### src/rtl/vr_pkg.sv
// vr_pkg: shared definitions for the valid/ready FIFO slice.
//   VR_DATA_W : default payload width
//   vr_data_t : payload type at the default width
//   is_pow2() : elaboration-time helper used to validate DEPTH
package vr_pkg;

   localparam int VR_DATA_W = 8;

   typedef logic [VR_DATA_W-1:0] vr_data_t;

   function automatic bit is_pow2(input int v);
      return (v > 0) && ((v & (v - 1)) == 0);
   endfunction

endpackage

### src/rtl/vr_fifo_mem.sv
// vr_fifo_mem: DEPTH x DATA_W register array for vr_fifo.
// Ports:
//   clk           : clock, write happens on the rising edge
//   we/waddr/wdata: synchronous write port
//   raddr/rdata   : asynchronous read port
// The array is deliberately not reset; the FIFO control never exposes
// an entry that has not been written since reset.
module vr_fifo_mem
   import vr_pkg::*;
#(
   parameter int DATA_W = VR_DATA_W,
   parameter int DEPTH  = 4,
   parameter int AW     = $clog2(DEPTH)
) (
   input  logic              clk,
   input  logic              we,
   input  logic [AW-1:0]     waddr,
   input  logic [DATA_W-1:0] wdata,
   input  logic [AW-1:0]     raddr,
   output logic [DATA_W-1:0] rdata
);

   logic [DATA_W-1:0] mem [DEPTH];

   always_ff @(posedge clk) begin
      if (we) begin
         mem[waddr] <= wdata;
      end
   end

   assign rdata = mem[raddr];

endmodule

### src/rtl/vr_fifo.sv
// vr_fifo: synchronous elastic FIFO with valid/ready on both sides.
// Ports:
//   clk, reset        : clock, synchronous active-high reset
//   s_valid/s_ready/s_data : upstream (write) handshake
//   m_valid/m_ready/m_data : downstream (read) handshake
//   level             : occupancy 0..DEPTH
// Optional build macro VR_FIFO_STATS_EN adds:
//   in_cnt, out_cnt   : 32-bit wrapping counts of accepted pushes/pops
//   max_level         : high-water mark of level
//
// Handshake: a word moves on a rising edge where valid && ready on that
// side. s_ready and m_valid depend only on registered state (and reset
// for s_ready), never on the opposite side's ready/valid, so a full FIFO
// refuses a push even when a pop happens in the same cycle, and an empty
// FIFO never bypasses s_data to m_data.
module vr_fifo
   import vr_pkg::*;
#(
   parameter int DATA_W = VR_DATA_W,
   parameter int DEPTH  = 4,
   parameter int CNT_W  = $clog2(DEPTH) + 1
) (
   input  logic              clk,
   input  logic              reset,
   input  logic              s_valid,
   output logic              s_ready,
   input  logic [DATA_W-1:0] s_data,
   output logic              m_valid,
   input  logic              m_ready,
   output logic [DATA_W-1:0] m_data,
   output logic [CNT_W-1:0]  level
`ifdef VR_FIFO_STATS_EN
   ,
   output logic [31:0]       in_cnt,
   output logic [31:0]       out_cnt,
   output logic [CNT_W-1:0]  max_level
`endif
);

   localparam int AW = $clog2(DEPTH);

   if (!is_pow2(DEPTH) || DEPTH < 2) begin : g_bad_depth
      $error("vr_fifo: DEPTH must be a power of two and at least 2");
   end

   logic [AW-1:0] wr_ptr;
   logic [AW-1:0] rd_ptr;
   logic          push;
   logic          pop;

   assign s_ready = !reset && (level != CNT_W'(DEPTH));
   assign m_valid = (level != '0);
   assign push    = s_valid && s_ready;
   assign pop     = m_valid && m_ready;

   // Pointers are exactly AW bits wide, so natural overflow is the
   // modulo-DEPTH wrap.
   always_ff @(posedge clk) begin
      if (reset) begin
         wr_ptr <= '0;
         rd_ptr <= '0;
         level  <= '0;
      end else begin
         if (push) begin
            wr_ptr <= wr_ptr + AW'(1);
         end
         if (pop) begin
            rd_ptr <= rd_ptr + AW'(1);
         end
         case ({push, pop})
            2'b10:   level <= level + CNT_W'(1);
            2'b01:   level <= level - CNT_W'(1);
            default: level <= level;
         endcase
      end
   end

   vr_fifo_mem #(
      .DATA_W (DATA_W),
      .DEPTH  (DEPTH),
      .AW     (AW)
   ) u_mem (
      .clk   (clk),
      .we    (push),
      .waddr (wr_ptr),
      .wdata (s_data),
      .raddr (rd_ptr),
      .rdata (m_data)
   );

`ifdef VR_FIFO_STATS_EN
   // max_level trails level by one cycle: it samples the registered level.
   always_ff @(posedge clk) begin
      if (reset) begin
         in_cnt    <= '0;
         out_cnt   <= '0;
         max_level <= '0;
      end else begin
         if (push) begin
            in_cnt <= in_cnt + 32'd1;
         end
         if (pop) begin
            out_cnt <= out_cnt + 32'd1;
         end
         if (level > max_level) begin
            max_level <= level;
         end
      end
   end
`endif

endmodule

### config.mk
export PLATFORM = sky130hd
export DESIGN_NAME = vr_fifo
export DESIGN_NICKNAME = d
export VERILOG_FILES = /design/src/rtl/vr_pkg.sv /design/src/rtl/vr_fifo_mem.sv /design/src/rtl/vr_fifo.sv
export SDC_FILE = /design/constraint.sdc
export NUM_CORES = 1
export LEC_CHECK = 0
export BUFFER_PORTS_ARGS = -buffer_cell sky130_fd_sc_hd__buf_2
export CORE_MARGIN = 2
export CORE_UTILIZATION = 35
export CTS_BUF_LIST = sky130_fd_sc_hd__clkbuf_4
export DETAILED_ROUTE_END_ITERATION = 10
export GPL_TIMING_DRIVEN = 0
export PLACE_DENSITY = 0.54
export SLEW_MARGIN = 40
export SYNTH_ARGS = -nofsm -noshare
export SYNTH_HDL_FRONTEND = slang
export SYNTH_SLANG_ARGS = --single-unit
export TNS_END_PERCENT = 20
### constraint.sdc
create_clock -name clk -period 3.2 [get_ports clk]
set_clock_uncertainty 0.2 [all_clocks]
set_input_delay 0.16 -clock clk [delete_from_list [all_inputs] [get_ports clk]]
set_output_delay 0.16 -clock clk [all_outputs]
set_load 0.03 [all_outputs]
==> results.txt, run 1 <==
Status = complete, no violations
Area of placed instances = 1830 sq um
Finished Core Util = 44.9%
Clock root cell = clkbuf_4
Worst EP required = 3.29 ns
Synth top area share = 58.4%
Vias in the first global route = 905
Period utilization = 76.2%
Synth Register Bits = 41
RSZ-0062 raised after global routing = false
Slowest stage delay, CP = 0.45 ns
Chip height = 72.6 um
Final hold vios = 0
Post-CTS sizing = 0
Leading area contributor after synthesis = edfxtp_1
Initial antenna violation count = 0
Final #Nets = 149
Power Density = 740 nW/um^2
Fmax = 410 MHz
Leakage power = 0.718 nW
Placer Congestion = 0.616
Wirelength, routed = 2.75 mm
Max Root-Sink Buffers = 2
IO Count = 25
H-tree Lvls = 2
Min-delay worst type = in -> reg
Syn nets = 110
GRT Util Overall = 12.0%
Estimated wirelength of the detail-placed design = 1.86 mm
Die area = 5270 sq um
Crit path max-delay cell type = dfxtp_1
FP Rows = 24
Port bufs = 23
Layout cell share with drive strength beyond 1 = 37.1%
Commonest cells after routing, fill and taps aside = edfxtp_1 (32), buf_2 (25), dfxtp_1 (9), dlygate4sd3_1 (9)
Endpoint class of the critical path = flop
CTS Buf Count = 5
Synthesized instance count = 92
Fillers = 415
DR vias = 863
Vias per Instance = 4.69
Core ar. = 4440 sq um
Worst skew pair latency = 0.34 ns
Number of routed nets with antenna violations = 0
Final Setup Violations = 0
Clock Sinks = 41
Grt ovf = 0
Post-Syn Area = 1650 sq um
Critical Path AT = 2.53 ns
Yosys cell types = 23
Yosys synthesis warning count = 0
DR DRC count = 0
CTS clock-pin slew for the worst setup and hold paths = 0.12 ns
Worst Tran Pin Value = 0.508 ns
Post-Syn Area per Cell = 17.9 sq um
Crit Path Max Fanout = 7
Area growth syn-to-layout = 21.2%
Seq/Total Area, Yosys = 69.4%
Final Max Slew Viols = 0
Setup tns final = 0 ns
CTS tree = yes
Buffers and inverters on the worst path = 2
Slew headroom = 66.2%
Drt initial violations = 25
Hold_ws = 0.0348 ns
Top Family by Delay on Critical Path = simple AND/OR/NAND/NOR gates
Area contributors post-synth = edfxtp_1 (58%), dfxtp_1 (11%), mux4_2 (11%)
Avg WL per Cell = 15.0 um
Final Cell Area = 1990 sq um
Initial core utilization = 37.0%
Startpoint types = flop
Antenna cells = 0
Drt pass-1 iters = 4
Crit path cell chain = nor3b_2 -> nor3b_4 -> inv_1 -> ha_1 -> inv_1 -> fa_1 -> xor2_1 -> or3_1 -> a21oi_1
Pin count of the biggest net entering global routing = 14
Crit-path most repeated cell = inv_1
Die width = 72.6 um
First-pass GRT wire length = 4.51 mm
Maximum VDD drop = 0.000235 V
Tmin final = 2.44 ns
Max-cap viol count = 0
Most common cell after layout, fill and taps aside = edfxtp_1
Setup Crit Path Kind = reg -> reg
per-stage QoR:
step | std cells | power [mW] | worst slack, ns
finish | 184 | 1.48 | 0.761
global route | 184 | 1.56 | 0.634
CTS | 184 | 1.50 | 0.731
detailed placement | 167 | 1.16 | 0.754
global placement | 167 | 1.14 | 0.878
floorplan | 92 | 1.04 | 0.775
report_power, final:
| part | leakage [nW] | switching [mW] | total, mW | internal [mW] |
|---|---|---|---|---|
| Sequential | 0.364 | 0.0392 | 0.671 | 0.632 |
| Clock | 0.0389 | 0.169 | 0.330 | 0.162 |
| Combinational | 0.315 | 0.284 | 0.475 | 0.192 |
| Total | 0.718 | 0.492 | 1.48 | 0.985 |
final cells by class:
class	count	area [sq um]	share of cell area, %
Tap cell	52	65.1	3.26
Clock inverter	3	41.3	2.07
Timing Repair Buffer	32	205	10.3
Inverter	6	22.5	1.13
Clock buffer	5	37.5	1.88
Buffer	3	13.8	0.690
Sequential cell	41	1140	57.2
Multi-Input combinational cell	42	468	23.5
worst register-to-register path, stage by stage (launching register included):
cell and delay [ns]:
dfxtp_1 0.45, nor3b_2 0.33, nor3b_4 0.11, inv_1 0.08, ha_1 0.18, inv_1 0.06
fa_1 0.37, xor2_1 0.16, or3_1 0.32, a21oi_1 0.14
routing by layer:
metal / vias up / GRT usage, % / share of wire, %
met2: 18 / 19.6 / 51
met1: 420 / 14.4 / 43
li1: 420 / - / -
met3: 5 / 4.31 / 4.3
met5: - / 0 / 0
met4: 0 / 4.94 / 1.8
Yosys cell counts:
cell type,count
nor3b_2,1
or3_1,1
o21ai_0,1
edfxtp_1,32
ha_1,5
mux2_4,1
or3_2,1
xor2_1,3
nor3b_4,1
inv_1,6
xnor2_1,1
dfxtp_1,9
nor2_1,8
a21oi_1,2
and2_2,4
mux4_2,8
fa_1,1
o31a_2,1
buf_1,1
o311ai_0,1
mux2i_1,1
buf_2,2
nand2b_1,1
path summary, 6_finish.rpt:
| path | endpoint | startpoint | slack, ns | cells after the start |
|---|---|---|---|---|
| max | level[2] | level[2] | 0.76 | 9 |
| max reg2reg | level[2] | level[2] | 0.76 | 9 |
| min reg2reg | wr_ptr[0] | wr_ptr[0] | 0.34 | 1 |
| min | wr_ptr[0] | s_valid | 0.03 | 3 |
cell families (layout without fill, tap and decap cells):
family	after synthesis	count (layout)	share of synthesized area [%]
fa+ha+maj	6	6	5.02
compound gates	5	5	2.05
simple gates	17	17	6.77
xor+xnor	4	4	2.13
flops	41	41	69.4
buf+inv	9	49	2.21
mux	10	10	12.5
sequential cells by signal, indices dropped and copies added, names as in the netlist, named ones only:
register,flops
u_mem.mem,32
level,3
wr_ptr,2
rd_ptr,2
what timing repair did:
| item | CTS | global route |
|---|---|---|
| buffers inserted | 0 | 0 |
| hold buffers | 9 | 0 |
| endpoints found under the hold margin | 39 | 0 |
Power figures use the tool's default switching activity.
==> inputs of run 2 (changes only) <==
--- a/config.mk
+++ b/config.mk
@@ -5,13 +5,14 @@
 export SDC_FILE = /design/constraint.sdc
 export NUM_CORES = 1
 export LEC_CHECK = 0
+export ABC_AREA = 1
 export BUFFER_PORTS_ARGS = -buffer_cell sky130_fd_sc_hd__buf_2
 export CORE_MARGIN = 2
 export CORE_UTILIZATION = 35
 export CTS_BUF_LIST = sky130_fd_sc_hd__clkbuf_4
 export DETAILED_ROUTE_END_ITERATION = 10
 export GPL_TIMING_DRIVEN = 0
-export PLACE_DENSITY = 0.54
+export PLACE_DENSITY = 0.55
 export SLEW_MARGIN = 40
 export SYNTH_ARGS = -nofsm -noshare
 export SYNTH_HDL_FRONTEND = slang
==> constraint.sdc (replaced) <==
create_clock -name clk -period 2.13 [get_ports clk]
set_clock_uncertainty 0.2 [all_clocks]
set_input_delay 0.1065 -clock clk [delete_from_list [all_inputs] [get_ports clk]]
set_output_delay 0.1065 -clock clk [all_outputs]
set_load 0.03 [all_outputs]
==> run 2 against run 1 <==
Net effect: synthesized cell count increased by 59%; routed wire length up 18%; design area rose by 6.7%; sequential power is 51% higher; critical path type is now in -> reg; largest cell class unchanged; highest routed layer unchanged.
==> results.txt, run 2 <==
Status = complete, no violations (unchanged)
Area contributors post-synth = edfxtp_1 (57%), dfxtp_1 (11%), nor2_1 (5.7%) (was edfxtp_1 (58%), dfxtp_1 (11%), mux4_2 (11%))
Commonest cells after routing, fill and taps aside = edfxtp_1 (32), nor2_1 (24), buf_2 (24), inv_1 (18), o21ai_0 (15) (was edfxtp_1 (32), buf_2 (25), dfxtp_1 (9), dlygate4sd3_1 (9))
Worst skew pair latency = 0.33 ns (was 0.34 ns)
Leakage power = 0.835 nW (was 0.718 nW)
Synth top area share = 56.6% (was 58.4%)
Final #Nets = 209 (was 149)
Final hold vios = 0 (unchanged)
Setup Crit Path Kind = in -> reg (was reg -> reg)
Net Sw Frac = 36.5% (was 33.3%)
CTS clock-pin slew for the worst setup and hold paths = 0.11 ns (was 0.12 ns)
Slew headroom = 50.3% (was 66.2%)
Max Root-Sink Buffers = 2 (unchanged)
Yosys synthesis warning count = 0 (unchanged)
CTS tree = yes (unchanged)
Drt initial violations = 72 (was 25)
Most common cell after layout, fill and taps aside = edfxtp_1 (unchanged)
Grt ovf = 0 (unchanged)
Port bufs = 24 (was 23)
Wirelength, routed = 3.24 mm (was 2.75 mm)
CTS Buf Count = 5 (unchanged)
Maximum VDD drop = 0.000594 V (was 0.000235 V)
Clock power share = 21.1% (was 22.4%)
Number of routed nets with antenna violations = 0 (unchanged)
Initial core utilization = 36.2% (was 37.0%)
Top reg by flops = u_mem.mem (unchanged)
DP Worst Slack = 0.0627 ns (was 0.754 ns)
Post-Syn Area per Cell = 11.6 sq um (was 17.9 sq um)
Max-cap viol count = 0 (unchanged)
Vias in the first global route = 1154 (was 905)
Crit path max-delay cell type = dlygate4sd3_1 (was dfxtp_1)
P_int = 1.48 mW (was 0.985 mW)
DR vias = 1150 (was 863)
Post-synth top cells = edfxtp_1 (32), nor2_1 (26), inv_1 (18) (was edfxtp_1 (32), dfxtp_1 (9), mux4_2 (8), nor2_1 (8), inv_1 (6))
Min-delay worst type = in -> reg (unchanged)
Power Density = 1100 nW/um^2 (was 740 nW/um^2)
Drt pass-1 iters = 4 (unchanged)
Asr flop ratio synth = 0% (unchanged)
Top Registers = u_mem.mem: 32 flops, level: 3 flops (unchanged)
Die area = 5430 sq um (was 5270 sq um)
FP Rows = 25 (was 24)
Crit Path Max Fanout = 8 (was 7)
Startpoint types = input port (was flop)
Seq/Total Area, Yosys = 67.2% (was 69.4%)
Area growth syn-to-layout = 25.2% (was 21.2%)
Yosys cell types = 19 (was 23)
Crit path cell chain = dlygate4sd3_1 -> buf_2 -> inv_1 -> nand3_4 -> ha_2 -> inv_1 -> fa_2 -> inv_1 -> nand2_1 -> nand3_1 -> nand2_1 -> nand2_1 -> nor2_1 (was nor3b_2 -> nor3b_4 -> inv_1 -> ha_1 -> inv_1 -> fa_1 -> xor2_1 -> or3_1 -> a21oi_1)
Layout cell share with drive strength beyond 1 = 26.6% (was 37.1%)
Avg WL per Cell = 13.2 um (was 15.0 um)
Clock Sinks = 41 (unchanged)
Combinational Power Share = 35.5% (was 32.2%)
Setup tns final = 0 ns (unchanged)
Buffers and inverters on the worst path = 5 (was 2)
Chip height = 73.7 um (was 72.6 um)
Setup ws final = 0.156 ns (was 0.761 ns)
Core ar. = 4690 sq um (was 4440 sq um)
Count leader, synth = edfxtp_1 (unchanged)
Largest register FFs = 32 (unchanged)
DR DRC count = 0 (unchanged)
H-tree Lvls = 2 (unchanged)
Estimated wirelength of the detail-placed design = 2.19 mm (was 1.86 mm)
Top Family by Delay on Critical Path = buffers and inverters (was simple AND/OR/NAND/NOR gates)
Syn nets = 164 (was 110)
Dominant synthesized flop cell = edfxtp_1 (unchanged)
Worst EP required = 2.20 ns (was 3.29 ns)
Sequential fraction of design power = 43.4% (was 45.4%)
IO Count = 25 (unchanged)
Tmin final = 1.97 ns
Period utilization = 92.7%
First-pass GRT wire length = 5.23 mm (was 4.51 mm)
Post-Syn Area = 1700 sq um (was 1650 sq um)
Die width = 73.7 um (was 72.6 um)
Vias per Instance = 4.67 (was 4.69)
Slowest stage delay, CP = 0.53 ns (was 0.45 ns)
Leading area contributor after synthesis = edfxtp_1 (unchanged)
Critical Path AT = 2.05 ns (was 2.53 ns)
GRT Util Overall = 13.3% (was 12.0%)
RSZ-0062 raised after global routing = false (unchanged)
Endpoint class of the critical path = flop (unchanged)
Clock root cell = clkbuf_4 (unchanged)
Final Setup Violations = 0 (unchanged)
Initial antenna violation count = 0 (unchanged)
Placer Congestion = 0.724 (was 0.616)
Number of flops mapped to enable cells by yosys = 32 (unchanged)
Worst Tran Pin Value = 0.743 ns (was 0.508 ns)
Final Max Slew Viols = 0 (unchanged)
Pin count of the biggest net entering global routing = 13 (was 14)
Synthesized instance count = 146 (was 92)
Synth Register Bits = 41 (unchanged)
Fmax = 507 MHz
Sw Pwr = 0.851 mW (was 0.492 mW)
Antenna cells = 0 (unchanged)
-- run 2: cell types whose count changed after synthesis, sizes merged, moves of 2 or more --
cell and change:
nor2 +19, o21ai +18, nand2 +14, inv +13
mux4 -8, o22ai +8, nand3 +5, and2 -4
xor2 -3, a21oi +2, nor3b -2, or3 -2
-- run 2: cell families after synthesis --
| family | count (synthesis) | synth area share (%) |
|---|---|---|
| buffers and inverters | 21 | 5.52 |
| AOI/OAI and AO/OA | 31 | 10.4 |
| adders and majority gates | 6 | 4.86 |
| and+or+nand+nor | 47 | 12.1 |
| DFF | 41 | 67.2 |
-- run 2: final timing paths --
kind             start              end  slack (ns)  cells past startpoint
max              reset         level[2]        0.16                     13
min          s_data[5]  u_mem.mem[3][5]        0.31                      2
max reg2reg   level[1]         level[2]        0.17                     11
min reg2reg  wr_ptr[1]        wr_ptr[1]        0.31                      2
-- run 2: per-stage QoR --
step	instance area (sq um)	util [%]	power, mW	hold slack [ns]	cells
detailed placement	1890	40.2	1.80	0.124	224
global placement	1890	40.2	1.78	0.117	224
finish	2130	45.3	2.33	0.308	246
floorplan	1700	-	1.57	-0.0155	146
global route	2130	45.3	2.48	0.290	246
CTS	2090	44.5	2.31	0.298	244
-- run 2: area by class of cell --
cell class	count	area (sq um)
Fill cell	450	2560
Sequential cell	41	1150
Multi-Input combinational cell	84	482
Timing Repair Buffer	38	255
Inverter	19	71.3
Tap cell	54	67.6
Clock buffer	6	45.0
Clock inverter	2	33.8
Buffer	2	22.5
-- run 2: routing by layer --
layer	vias to the layer above	GRT usage [%]	routed length (um)	share of wire, %
li1	591	-	-	-
met5	-	0	0	0
met2	24	22.9	1660	51
met4	0	5.45	53	1.6
met1	529	15.2	1410	43
met3	6	4.25	121	3.7
-- run 2: power groups by stage --
stage | logic (mW) | clock network, mW | registers [mW]
2_1_floorplan | 0.529 | 0 | 1.04
3_3_place_gp | 0.761 | 0 | 1.01
3_5_place_dp | 0.782 | 0 | 1.02
4_1_cts | 0.803 | 0.511 | 0.999
5_1_grt | 0.911 | 0.541 | 1.02
6_report | 0.826 | 0.491 | 1.01
-- run 2: what timing repair did --
item / in CTS / in global routing
gates resized for setup: 0 / 8
endpoints found under the hold margin: 41 / 0
buffers inserted: 0 / 2
hold buffers: 12 / 0
endpoints found under the setup margin: 0 / 1
-- run 2: worst reg2reg max path, cell delays in order (launching register included) --
cell	delay (ns)
dfxtp_4	0.37
nor2_4	0.14
nand2_2	0.09
nand3_4	0.12
ha_2	0.19
inv_1	0.06
fa_2	0.34
nand2_1	0.08
nand3_1	0.09
nand2_1	0.07
nand2_1	0.05
nor2_1	0.11
